[config.mk]
export PLATFORM = sky130hd
export DESIGN_NAME = toggle_decoder
export DESIGN_NICKNAME = d
export VERILOG_FILES = /design/src/rtl/toggle_decoder_pkg.sv /design/src/rtl/sync_chain.sv /design/src/rtl/toggle_decoder.sv
export SDC_FILE = /design/constraint.sdc
export NUM_CORES = 1
export LEC_CHECK = 0
export BUFFER_PORTS_ARGS = -buffer_cell sky130_fd_sc_hd__buf_2
export CORE_UTILIZATION = 50
export CTS_BUF_LIST = sky130_fd_sc_hd__clkbuf_16
export CTS_CLUSTER_DIAMETER = 100
export CTS_CLUSTER_SIZE = 25
export DETAILED_ROUTE_END_ITERATION = 8
export PLACE_DENSITY = 0.82
export SLEW_MARGIN = 15
export SYNTH_ARGS = -nofsm -noshare
export SYNTH_HDL_FRONTEND = slang
export SYNTH_SLANG_ARGS = --single-unit
[constraint.sdc]
create_clock -name clk -period 4.2 [get_ports clk]
set_clock_uncertainty 0.2 [all_clocks]
set_input_delay 0.84 -clock clk [delete_from_list [all_inputs] [get_ports clk]]
set_output_delay 0.84 -clock clk [all_outputs]
set_load 0.05 [all_outputs]
[src/rtl/toggle_decoder_pkg.sv]
// rtl/toggle_decoder_pkg.sv - shared types and constants for the level-to-toggle decoder
//
// Contents:
//   state_t          decoder FSM states (ST_INIT, ST_ARMED)
//   SYNC_STAGES_MIN  smallest synchronizer depth that gives metastability settling time
package toggle_decoder_pkg;

  // INIT waits for the synchronizer to flush its reset zeros before a
  // baseline is taken; ARMED compares every cycle until the next reset.
  typedef enum logic [0:0] {
    ST_INIT  = 1'b0,
    ST_ARMED = 1'b1
  } state_t;

  localparam int SYNC_STAGES_MIN = 2;

endpackage : toggle_decoder_pkg

[src/rtl/sync_chain.sv]
// rtl/sync_chain.sv - parameterized multi-flop synchronizer with async active-low reset
//
// Ports:
//   clk    in   destination clock
//   reset  in   asynchronous active-low reset, clears every stage to 0
//   d      in   signal from a foreign (or unknown) clock domain
//   q      out  synchronized signal, STAGES clk edges behind d
module sync_chain #(
  parameter int STAGES = 2
) (
  input  logic clk,
  input  logic reset,
  input  logic d,
  output logic q
);

  logic [STAGES-1:0] stages;

  // Stage 0 may go metastable; later stages give it time to resolve.
  always_ff @(posedge clk or negedge reset) begin
    if (!reset) begin
      stages <= '0;
    end else begin
      stages <= {stages[STAGES-2:0], d};
    end
  end

  assign q = stages[STAGES-1];

endmodule : sync_chain

[src/rtl/toggle_decoder.sv]
// rtl/toggle_decoder.sv - recovers toggle events from a toggle-encoded level and counts them
//
// Parameters:
//   SYNC_STAGES  synchronizer depth on q_in (>= 2)
//   CNT_W        width of the pending-toggle counter
//
// Ports:
//   clk        in   single clock, rising edge
//   reset      in   asynchronous active-low reset
//   q_in       in   toggle-encoded level, may be asynchronous to clk
//   en         in   decode enable; toggles seen while low are discarded
//   clr        in   clears the sticky overflow flag
//   evt_ready  in   consumer accepts evt_count this cycle
//   t_out      out  one-cycle pulse per detected toggle
//   level      out  synchronized copy of q_in
//   evt_valid  out  evt_count is non-zero
//   evt_count  out  number of pending toggles (saturating)
//   overflow   out  sticky: a toggle was lost to saturation
module toggle_decoder
  import toggle_decoder_pkg::*;
#(
  parameter int SYNC_STAGES = 2,
  parameter int CNT_W       = 8
) (
  input  logic             clk,
  input  logic             reset,
  input  logic             q_in,
  input  logic             en,
  input  logic             clr,
  input  logic             evt_ready,
  output logic             t_out,
  output logic             level,
  output logic             evt_valid,
  output logic [CNT_W-1:0] evt_count,
  output logic             overflow
);

  localparam int               INIT_W  = $clog2(SYNC_STAGES + 1);
  localparam logic [CNT_W-1:0] CNT_MAX = '1;

  generate
    if (SYNC_STAGES < SYNC_STAGES_MIN) begin : g_bad_sync_stages
      $error("toggle_decoder: SYNC_STAGES must be at least %0d", SYNC_STAGES_MIN);
    end
  endgenerate

  logic             sync_last;
  logic             baseline;
  state_t           state;
  logic [INIT_W-1:0] init_cnt;

  logic             toggle_seen;
  logic             hit;
  logic             xfer;
  logic             at_max;
  logic             ovf_set;
  logic [CNT_W-1:0] count_next;

  sync_chain #(
    .STAGES (SYNC_STAGES)
  ) u_sync (
    .clk   (clk),
    .reset (reset),
    .d     (q_in),
    .q     (sync_last)
  );

  // The last synchronizer stage is already a flop, so level is registered.
  assign level = sync_last;

  // Baseline holds last cycle's synchronized level; any difference is one toggle.
  assign toggle_seen = (state == ST_ARMED) && (sync_last != baseline);
  assign hit         = toggle_seen && en;
  assign xfer        = evt_valid && evt_ready;
  assign at_max      = (evt_count == CNT_MAX);

  // A hand-off beats saturation: the toggle arriving with it starts the new
  // batch, so nothing is lost and overflow stays clear.
  assign ovf_set = hit && !xfer && at_max;

  always_comb begin
    count_next = evt_count;
    if (xfer) begin
      count_next = CNT_W'(hit);
    end else if (hit && !at_max) begin
      count_next = evt_count + CNT_W'(1);
    end
  end

  always_ff @(posedge clk or negedge reset) begin
    if (!reset) begin
      state     <= ST_INIT;
      init_cnt  <= '0;
      baseline  <= 1'b0;
      t_out     <= 1'b0;
      evt_valid <= 1'b0;
      evt_count <= '0;
      overflow  <= 1'b0;
    end else begin
      case (state)
        // Wait until the reset zeros have left the synchronizer, then take
        // the first real sample as baseline so a level held high through
        // reset does not read as a toggle.
        ST_INIT: begin
          t_out <= 1'b0;
          if (init_cnt == INIT_W'(SYNC_STAGES)) begin
            baseline <= sync_last;
            state    <= ST_ARMED;
          end else begin
            init_cnt <= init_cnt + INIT_W'(1);
          end
        end
        // Baseline tracks regardless of en so re-enabling never replays
        // an edge that happened while disabled.
        ST_ARMED: begin
          baseline <= sync_last;
          t_out    <= hit;
        end
        default: begin
          state <= ST_INIT;
          t_out <= 1'b0;
        end
      endcase

      evt_count <= count_next;
      evt_valid <= (count_next != '0);

      if (ovf_set) begin
        overflow <= 1'b1;
      end else if (clr) begin
        overflow <= 1'b0;
      end
    end
  end

endmodule : toggle_decoder

==> impl_metrics.env, run 1 <==
export IMPL_holdWs_ps=146
export IMPL_fp_row_count=14
export IMPL_ys_flop_type="dfrtp_1"
export IMPL_worstMarginPinSlew_ps=468
export IMPL_synth_top_area_share=0.481
export IMPL_cts_root_buf="clkbuf_16"
export IMPL_grt_max_degree=18
export IMPL_cp_required_ps=4120
export IMPL_syn_avg_cell_area_um2=10.2
export IMPL_cts_sinks=17
export IMPL_track_usage=0.210
export IMPL_wl_per_cell_um=14.7
export IMPL_drv_slew=0
export IMPL_antenna_found_initial=0
export IMPL_wl_um=1790
export IMPL_cp_start_kind="flop"
export IMPL_fin_crit_sh=0.553
export IMPL_die_w_um=44.1
export IMPL_grt_pass1_wl_um=2890
export IMPL_relSlewSlack=0.684
export IMPL_ys_types=33
export IMPL_grt_overflow_total=0
export IMPL_crit_type="flop to flop"
export IMPL_num_io_pins=18
export IMPL_cts_tree="built"
export IMPL_tns_ps=0
export IMPL_synth_top_area_cell="dfrtp_1"
export IMPL_vias=737
export IMPL_clockBufferDepth=2
export IMPL_cts_buffers_inserted=3
export IMPL_netlist_instances=87
export IMPL_syn_nets=95
export IMPL_synth_edf_count=0
export IMPL_clk_pin_slew_ps=50
export IMPL_cp_arrival_ps=2240
export IMPL_ant_nets=0
export IMPL_rsz0062_at_grt="false"
export IMPL_dieHeight_um=44.1
export IMPL_cts_setup_buffers=0
export IMPL_fin_nets=115
export IMPL_max_freq_mhz=430
export IMPL_ys_warn_count=0
export IMPL_min_path_type="flop to flop"
export IMPL_status="finished, violations left"
export IMPL_postCtsHoldBufs=0
export IMPL_p_leak_nw=0.506
export IMPL_finalHoldViolCount=0
export IMPL_firstDrtPassIters=7
export IMPL_first_global_vias=637
export IMPL_yosys_top_cells_area="dfrtp_1, nand3_1, xor2_1"
export IMPL_numPortBuffers=17
export IMPL_p_per_area_nw_per_um2=520
export IMPL_syn_area_um2=885
export IMPL_core_area_um2=1580
export IMPL_place_congestion=0.946
export IMPL_htreeDepth=1
export IMPL_layout_drive_gt1_share=0.255
export IMPL_setup_viol=0
export IMPL_synth_seq_cells=17
export IMPL_first_iter_violations=24
export IMPL_place_hpwl_um=1350
export IMPL_peakVddDrop_v=0.000356
export IMPL_n_antenna_cell=0
export IMPL_syn2layout_area_growth_pct=19.1
export IMPL_post_cts_resized=0
export IMPL_ys_seq_area_frac=0.481
export IMPL_start_util=0.561
export IMPL_dieArea_um2=1940
export IMPL_clk_latency_ps=250
export IMPL_async_reset_ff_frac=1.00
export IMPL_cp_end_kind="flop"
export IMPL_drc_errors=1
export IMPL_period_needed_ps=2320
export IMPL_worst_path_max_fanout=7
export IMPL_violations="design-rule violations"
export IMPL_max_cap_violations=0
export IMPL_via_per_inst=6.04
[worst max-delay path, cell delays in order, from the launching register on]
cell      delay (ps)
dfrtp_1          430
ha_1             280
and3_1           250
a211oi_4         260
and3_1           190
nor3_1            70
or4_1            520
[per-stage QoR]
step | utilization | worst slack [ps] | cells | area, um^2 | total power, W
after floorplan | - | 1780 | 87 | 885 | 0.000321
after global placement | 0.617 | 1770 | 118 | 973 | 0.000359
after detailed placement | 0.617 | 1680 | 118 | 973 | 0.000362
after CTS | 0.668 | 1890 | 122 | 1050 | 0.000552
after global routing | 0.668 | 1770 | 122 | 1050 | 0.000576
final | 0.668 | 1880 | 122 | 1050 | 0.000548
[layout make-up]
class,count,area (um^2)
multi-input cells,64,428
repair buffers,17,85.1
clock inverters,1,5.00
clock buffers,3,75.1
inverters,4,15.0
well taps,16,20.0
flip-flops and latches,17,425
fillers,118,523
[state kept, by name, summed over array words and instances (netlist names)]
| name | count |
|---|---|
| overflow | 1 |
| state | 1 |
| evt_count | 8 |
| u_sync.stages | 2 |
| evt_valid | 1 |
| baseline | 1 |
| init_cnt | 2 |
| t_out | 1 |
[cell usage after synthesis, types with 2 or more instances]
cell type	instances
o21ai_0	4
o22ai_1	2
nand3_1	7
nand2_1	7
dfrtp_1	17
inv_1	4
xor2_1	4
a31oi_1	2
and3_1	5
nor2_1	7
ha_1	2
and2_1	3
nor3_1	2
a21oi_1	2
[per-layer routing]
layer,up-vias,share of wire,global-route usage
li1,351,-,-
met1,347,0.45,0.273
met2,36,0.46,0.329
met3,3,0.079,0.0816
met4,0,0.011,0.0606
met5,-,0,0
[cell usage in the layout (no fill, tap or decap), drive strengths merged]
master,synthesis,layout
dfrtp,17,17
buf,2,17
nor2,8,8
nand3,7,7
nand2,7,7
and3,5,5
inv,4,4
xor2,4,4
o21ai,4,4
and2,3,3
clkbuf,0,3
a21oi,3,3
nor3,2,2
a31oi,2,2
o22ai,2,2
ha,2,2
xnor2,2,2
a211oi,2,2
o41ai,1,1
o311a,1,1
and4,1,1
nand4,1,1
a21bo,1,1
mux2i,1,1
o31ai,1,1
a211o,1,1
o31a,1,1
or4,1,1
mux2,1,1
clkinv,0,1
[power by group]
part	switching (W)	leakage [nW]	total (W)	internal, W
clock	0.0000599	0.0409	0.000187	0.000127
combinational	0.000112	0.252	0.000151	0.0000384
sequential	0.0000265	0.214	0.000210	0.000183
[worst paths after layout]
path	from	to	slack, ps	cells past startpoint
worst max-delay path	evt_count[0]	evt_valid	1880	6
worst min-delay path	u_sync.stages[0]	u_sync.stages[1]	150	0
worst max register to register	evt_count[0]	evt_valid	1880	6
worst min register to register	u_sync.stages[0]	u_sync.stages[1]	150	0
max in group asynchronous	reset	evt_count[1]	3230	1
min in group asynchronous	reset	init_cnt[1]	300	1
[cell families (layout without fill, tap and decap cells)]
| kind of cell | Yosys count | count (layout) | synth area share |
|---|---|---|---|
| adders and majority gates | 2 | 2 | 0.0283 |
| muxes | 2 | 2 | 0.0240 |
| buffers and inverters | 6 | 25 | 0.0353 |
| DFF | 17 | 17 | 0.481 |
| and+or+nand+nor | 35 | 35 | 0.199 |
| AOI/OAI and AO/OA | 19 | 19 | 0.164 |
| xor gates and xnor gates | 6 | 6 | 0.0679 |
No activity file was read; power rests on OpenSTA's default activity.
==> inputs of run 2 (changes only) <==
Clock period 4.2 ns to 2.25 ns, I/O delays scaled along.
==> run 2 against run 1 <==
The run now ends clean. Clock-buffer cell count unchanged. Via count increased by 5.7%. First-iteration DRC count increased by 92%. Maximum frequency increased by 6.6%. Register-to-register slack got worse by 1800 ps. Global-route usage increased by 3.4 points. Cell count increased by 5.7%.
==> impl_metrics.env, run 2 (same netlist as run 1, synthesis figures left out) <==
export IMPL_start_util=0.561
export IMPL_worst_path_max_fanout=7
export IMPL_final_core_util=0.729
export IMPL_first_global_vias=718
export IMPL_largest_register="evt_count"
export IMPL_p_leak_nw=0.529
export IMPL_vias=779
export IMPL_num_fill_cells=111
export IMPL_top_regs="evt_count (8), init_cnt (2), u_sync.stages (2)"
export IMPL_dieArea_um2=1940
export IMPL_p_per_area_nw_per_um2=922
export IMPL_setup_viol=0
export IMPL_grt_max_degree=18
export IMPL_relSlewSlack=0.722
export IMPL_n_antenna_cell=0
export IMPL_holdWs_ps=106
export IMPL_clk_latency_ps=250
export IMPL_core_area_um2=1580
export IMPL_min_path_type="primary input to flop"
export IMPL_final_area_um2=1150
export IMPL_final_common_cell="buf_2"
export IMPL_cts_sinks=17
export IMPL_cts_buffers_inserted=3
export IMPL_num_io_pins=18
export IMPL_period_needed_ps=2180
export IMPL_largest_reg_flops=8
export IMPL_finalHoldViolCount=0
export IMPL_drv_slew=0
export IMPL_crit_family="compound AO/OA/AOI/OAI gates"
export IMPL_syn2layout_area_growth_pct=30.0
export IMPL_drc_errors=0
export IMPL_final_cell_count_no_fill=129
export IMPL_dieHeight_um=44.1
export IMPL_antenna_found_initial=0
export IMPL_tns_ps=0
export IMPL_via_per_inst=6.04
export IMPL_fin_crit_sh=0.969
export IMPL_worstMarginPinSlew_ps=411
export IMPL_startpoint="evt_count[0]"
export IMPL_wl_per_cell_um=15.4
export IMPL_place_hpwl_um=1370
export IMPL_critPathBufInv=1
export IMPL_cp_start_kind="flop"
export IMPL_slowest_delay_ps=520
export IMPL_layout_drive_gt1_share=0.381
export IMPL_cp_arrival_ps=2100
export IMPL_path_cells="ha_4 > buf_4 > a21oi_4 > a21oi_2 > o31a_1 > or4_1"
export IMPL_cp_end_kind="flop"
export IMPL_cp_required_ps=2170
export IMPL_grt_overflow_total=0
export IMPL_rr_startpoint="evt_count[0]"
export IMPL_first_iter_violations=46
export IMPL_wl_um=1980
export IMPL_crit_type="flop to flop"
export IMPL_htreeDepth=1
export IMPL_rsz0062_at_grt="false"
export IMPL_ant_nets=0
export IMPL_max_cap_violations=0
export IMPL_cts_tree="built"
export IMPL_peakVddDrop_v=0.000732
export IMPL_cts_root_buf="clkbuf_16"
export IMPL_post_place_cells=123
export IMPL_place_congestion=0.873
export IMPL_placed_area_um2=1030
export IMPL_firstDrtPassIters=7
export IMPL_clk_pin_slew_ps=50
export IMPL_fin_nets=122
export IMPL_track_usage=0.244
export IMPL_fp_row_count=14
export IMPL_cpMaxStageDelayCell="or4_1"
export IMPL_die_w_um=44.1
export IMPL_hold_path_startpoint="q_in"
export IMPL_numPortBuffers=17
export IMPL_grt_pass1_wl_um=3300
export IMPL_status="completed"
export IMPL_max_freq_mhz=459
export IMPL_final_cell_mix="buf_2, dfrtp_1"
export IMPL_clockBufferDepth=2
## run 2: worst paths after layout
kind,to,slack [ps],cells after the start
max in group asynchronous,evt_count[1],1100,2
min in group asynchronous,t_out,460,2
worst max-delay path,evt_valid,70,6
worst min-delay path,u_sync.stages[0],110,1
worst min register to register,u_sync.stages[1],150,0
worst max register to register,evt_valid,70,6
## run 2: timing repair
item / 4_1_cts / 5_1_grt
endpoints found under the setup margin: 0 / 1
hold buffers: 1 / 0
resized for setup: 0 / 6
setup buffers: 0 / 1
endpoints found under the hold margin: 17 / 0
## run 2: layout make-up
type / count / area (um^2) / share of cell area
tap: 16 / 20.0 / 0.0174
multi-input combinational: 64 / 462 / 0.402
timing repair buffer: 24 / 140 / 0.122
inverter: 4 / 15.0 / 0.0131
clock inverter: 1 / 3.75 / 0.00326
sequential: 17 / 434 / 0.378
clock buffer: 3 / 75.1 / 0.0653
## run 2: metrics by stage
| step | setup slack, ps | power [W] |
|---|---|---|
| 2_1_floorplan | 22.0 | 0.000618 |
| 3_3_place_gp | 114 | 0.000689 |
| 3_5_place_dp | 67.6 | 0.000699 |
| 4_1_cts | 42.1 | 0.00106 |
| 5_1_grt | 16.2 | 0.00111 |
| 6_report | 70.3 | 0.00106 |
## run 2: power breakdown
part | switching (W) | internal [W]
combinational | 0.000216 | 0.0000930
sequential | 0.0000567 | 0.000347
clock | 0.000112 | 0.000236
## run 2: per-layer routing
layer,part of all wire,global-route usage,vias to the layer above
met5,0,0,-
met4,0.034,0.145,0
met3,0.090,0.0490,7
met2,0.45,0.376,46
met1,0.43,0.318,363
li1,-,-,363
## run 2: worst register-to-register path, stage by stage (launching register included)
cell and delay [ps]:
dfrtp_2 450, ha_4 180, buf_4 140, a21oi_4 170, a21oi_2 80, o31a_1 290
or4_1 520
==> inputs of run 3 (changes only) <==
==> constraint.sdc (replaced) <==
create_clock -name clk -period 2.25 [get_ports clk]
set_clock_uncertainty 0.2 [all_clocks]
set_input_delay 0.5625 -clock clk [delete_from_list [all_inputs] [get_ports clk]]
set_output_delay 0.5625 -clock clk [all_outputs]
set_load 0.05 [all_outputs]
==> run 3 against run 2 <==
Flip-flop and latch count unchanged. Setup slack got worse by 41 ps. Sequential share of layout area increased by 0.39 points. Hold slack got worse by 77 ps. Total power increased by 3.6%. Critical path depth unchanged. Maximum frequency decreased by 1.9%. Cell area decreased by 1.3%. Global-route usage increased by 0.28 points. Cell count unchanged. Clock power decreased by 1%. Non-clock buffer count unchanged. Largest power group unchanged.
==> impl_metrics.env, run 3 (same netlist as run 1, synthesis figures left out) <==
export IMPL_reg2reg_to="evt_valid"
export IMPL_cts_buffers_inserted=3
export IMPL_numPortBuffers=17
export IMPL_first_iter_violations=96
export IMPL_clk_latency_ps=250
export IMPL_post_place_cells=123
export IMPL_vias=830
export IMPL_final_cell_mix="buf_2, dfrtp_1"
export IMPL_max_freq_mhz=450
export IMPL_cp_required_ps=2160
export IMPL_top_regs="evt_count (8), init_cnt (2), u_sync.stages (2)"
export IMPL_p_leak_nw=0.533
export IMPL_fin_crit_sh=0.987
export IMPL_start_util=0.561
export IMPL_core_area_um2=1580
export IMPL_drv_slew=0
export IMPL_crit_type="flop to flop"
export IMPL_place_congestion=1.00
export IMPL_cts_root_buf="clkbuf_16"
export IMPL_layout_drive_gt1_share=0.372
export IMPL_die_w_um=44.1
export IMPL_cp_arrival_ps=2130
export IMPL_htreeDepth=1
export IMPL_clockBufferDepth=2
export IMPL_cp_end_kind="flop"
export IMPL_rr_worst_depth=6
export IMPL_setup_viol=0
export IMPL_relSlewSlack=0.646
export IMPL_via_per_inst=6.43
export IMPL_first_global_vias=712
export IMPL_cts_tree="built"
export IMPL_r2r_setup_slack_ps=30
export IMPL_min_path_type="primary input to async pin"
export IMPL_peakVddDrop_v=0.000927
export IMPL_wl_um=2260
export IMPL_worstMarginPinSlew_ps=524
export IMPL_wl_per_cell_um=17.5
export IMPL_drc_errors=0
export IMPL_grt_pass1_wl_um=3480
export IMPL_status="completed"
export IMPL_dieArea_um2=1940
export IMPL_track_usage=0.247
export IMPL_n_antenna_cell=0
export IMPL_firstDrtPassIters=6
export IMPL_antenna_found_initial=0
export IMPL_ant_nets=0
export IMPL_final_cell_count_no_fill=129
export IMPL_worst_path_max_fanout=5
export IMPL_largest_reg_flops=8
export IMPL_cp_start_kind="flop"
export IMPL_fin_nets=122
export IMPL_dieHeight_um=44.1
export IMPL_finalHoldViolCount=0
export IMPL_num_io_pins=18
export IMPL_grt_overflow_total=0
export IMPL_rr_startpoint="evt_count[1]"
export IMPL_final_common_cell="buf_2"
export IMPL_syn2layout_area_growth_pct=28.3
export IMPL_clk_pin_slew_ps=50
export IMPL_fp_row_count=14
export IMPL_grt_max_degree=18
export IMPL_max_cap_violations=0
export IMPL_place_hpwl_um=1490
export IMPL_period_needed_ps=2220
export IMPL_cts_sinks=17
export IMPL_finalPower_w=0.00110
export IMPL_largest_register="evt_count"
export IMPL_p_per_area_nw_per_um2=968
[run 3: cell type report]
class | instances | area [um^2]
clock buffer | 3 | 75.1
clock inverter | 1 | 3.75
fill | 111 | 442
inverter | 4 | 15.0
multi-input combinational | 64 | 450
sequential | 17 | 433
tap | 16 | 20.0
timing repair buffer | 24 | 138
[run 3: metrics by stage]
step / setup slack [ps] / area [um^2] / util / TNS (ps) / hold WS, ps
after floorplan: 22.0 / 905 / - / 0 / 66.9
after global placement: 85.0 / 1030 / 0.654 / 0 / 134
after detailed placement: 32.5 / 1030 / 0.654 / 0 / 141
after CTS: 34.4 / 1110 / 0.704 / 0 / 45.8
after global routing: -8.31 / 1130 / 0.720 / -8.31 / 65.1
final: 29.2 / 1130 / 0.720 / 0 / 29.3
[run 3: what timing repair did]
item / CTS / global route
hold buffers: 0 / 0
setup buffers: 0 / 2
endpoints found under the hold margin: 0 / 0
gates resized for setup: 0 / 3
endpoints found under the setup margin: 0 / 1
[run 3: worst max-delay path: stages (launching register included)]
cell,delay (ps)
dfrtp_2,440
ha_4,180
and3_4,200
a211oi_4,290
and3_1,210
nor3_2,60
or4_1,510
[run 3: worst max path at each step]
stage / startpoint / end / slack, ps
final: evt_count[1] / evt_valid / 30
after global routing: evt_count[1] / evt_valid / -8
after CTS: evt_count[1] / evt_valid / 30
after detailed placement: evt_count[1] / evt_valid / 30
after global placement: evt_count[1] / evt_valid / 80
after floorplan: evt_count[0] / evt_valid / 20
[run 3: per-layer routing]
| metal | up-vias | wire, um | track usage |
|---|---|---|---|
| met5 | - | 0 | 0 |
| met4 | 0 | 68 | 0.0788 |
| met3 | 15 | 193 | 0.0408 |
| met2 | 55 | 1020 | 0.365 |
| met1 | 392 | 977 | 0.372 |
| li1 | 368 | - | - |
[run 3: power breakdown]
group / switching [W] / internal, W
clock network: 0.000109 / 0.000235
logic: 0.000242 / 0.000115
registers: 0.0000499 / 0.000346
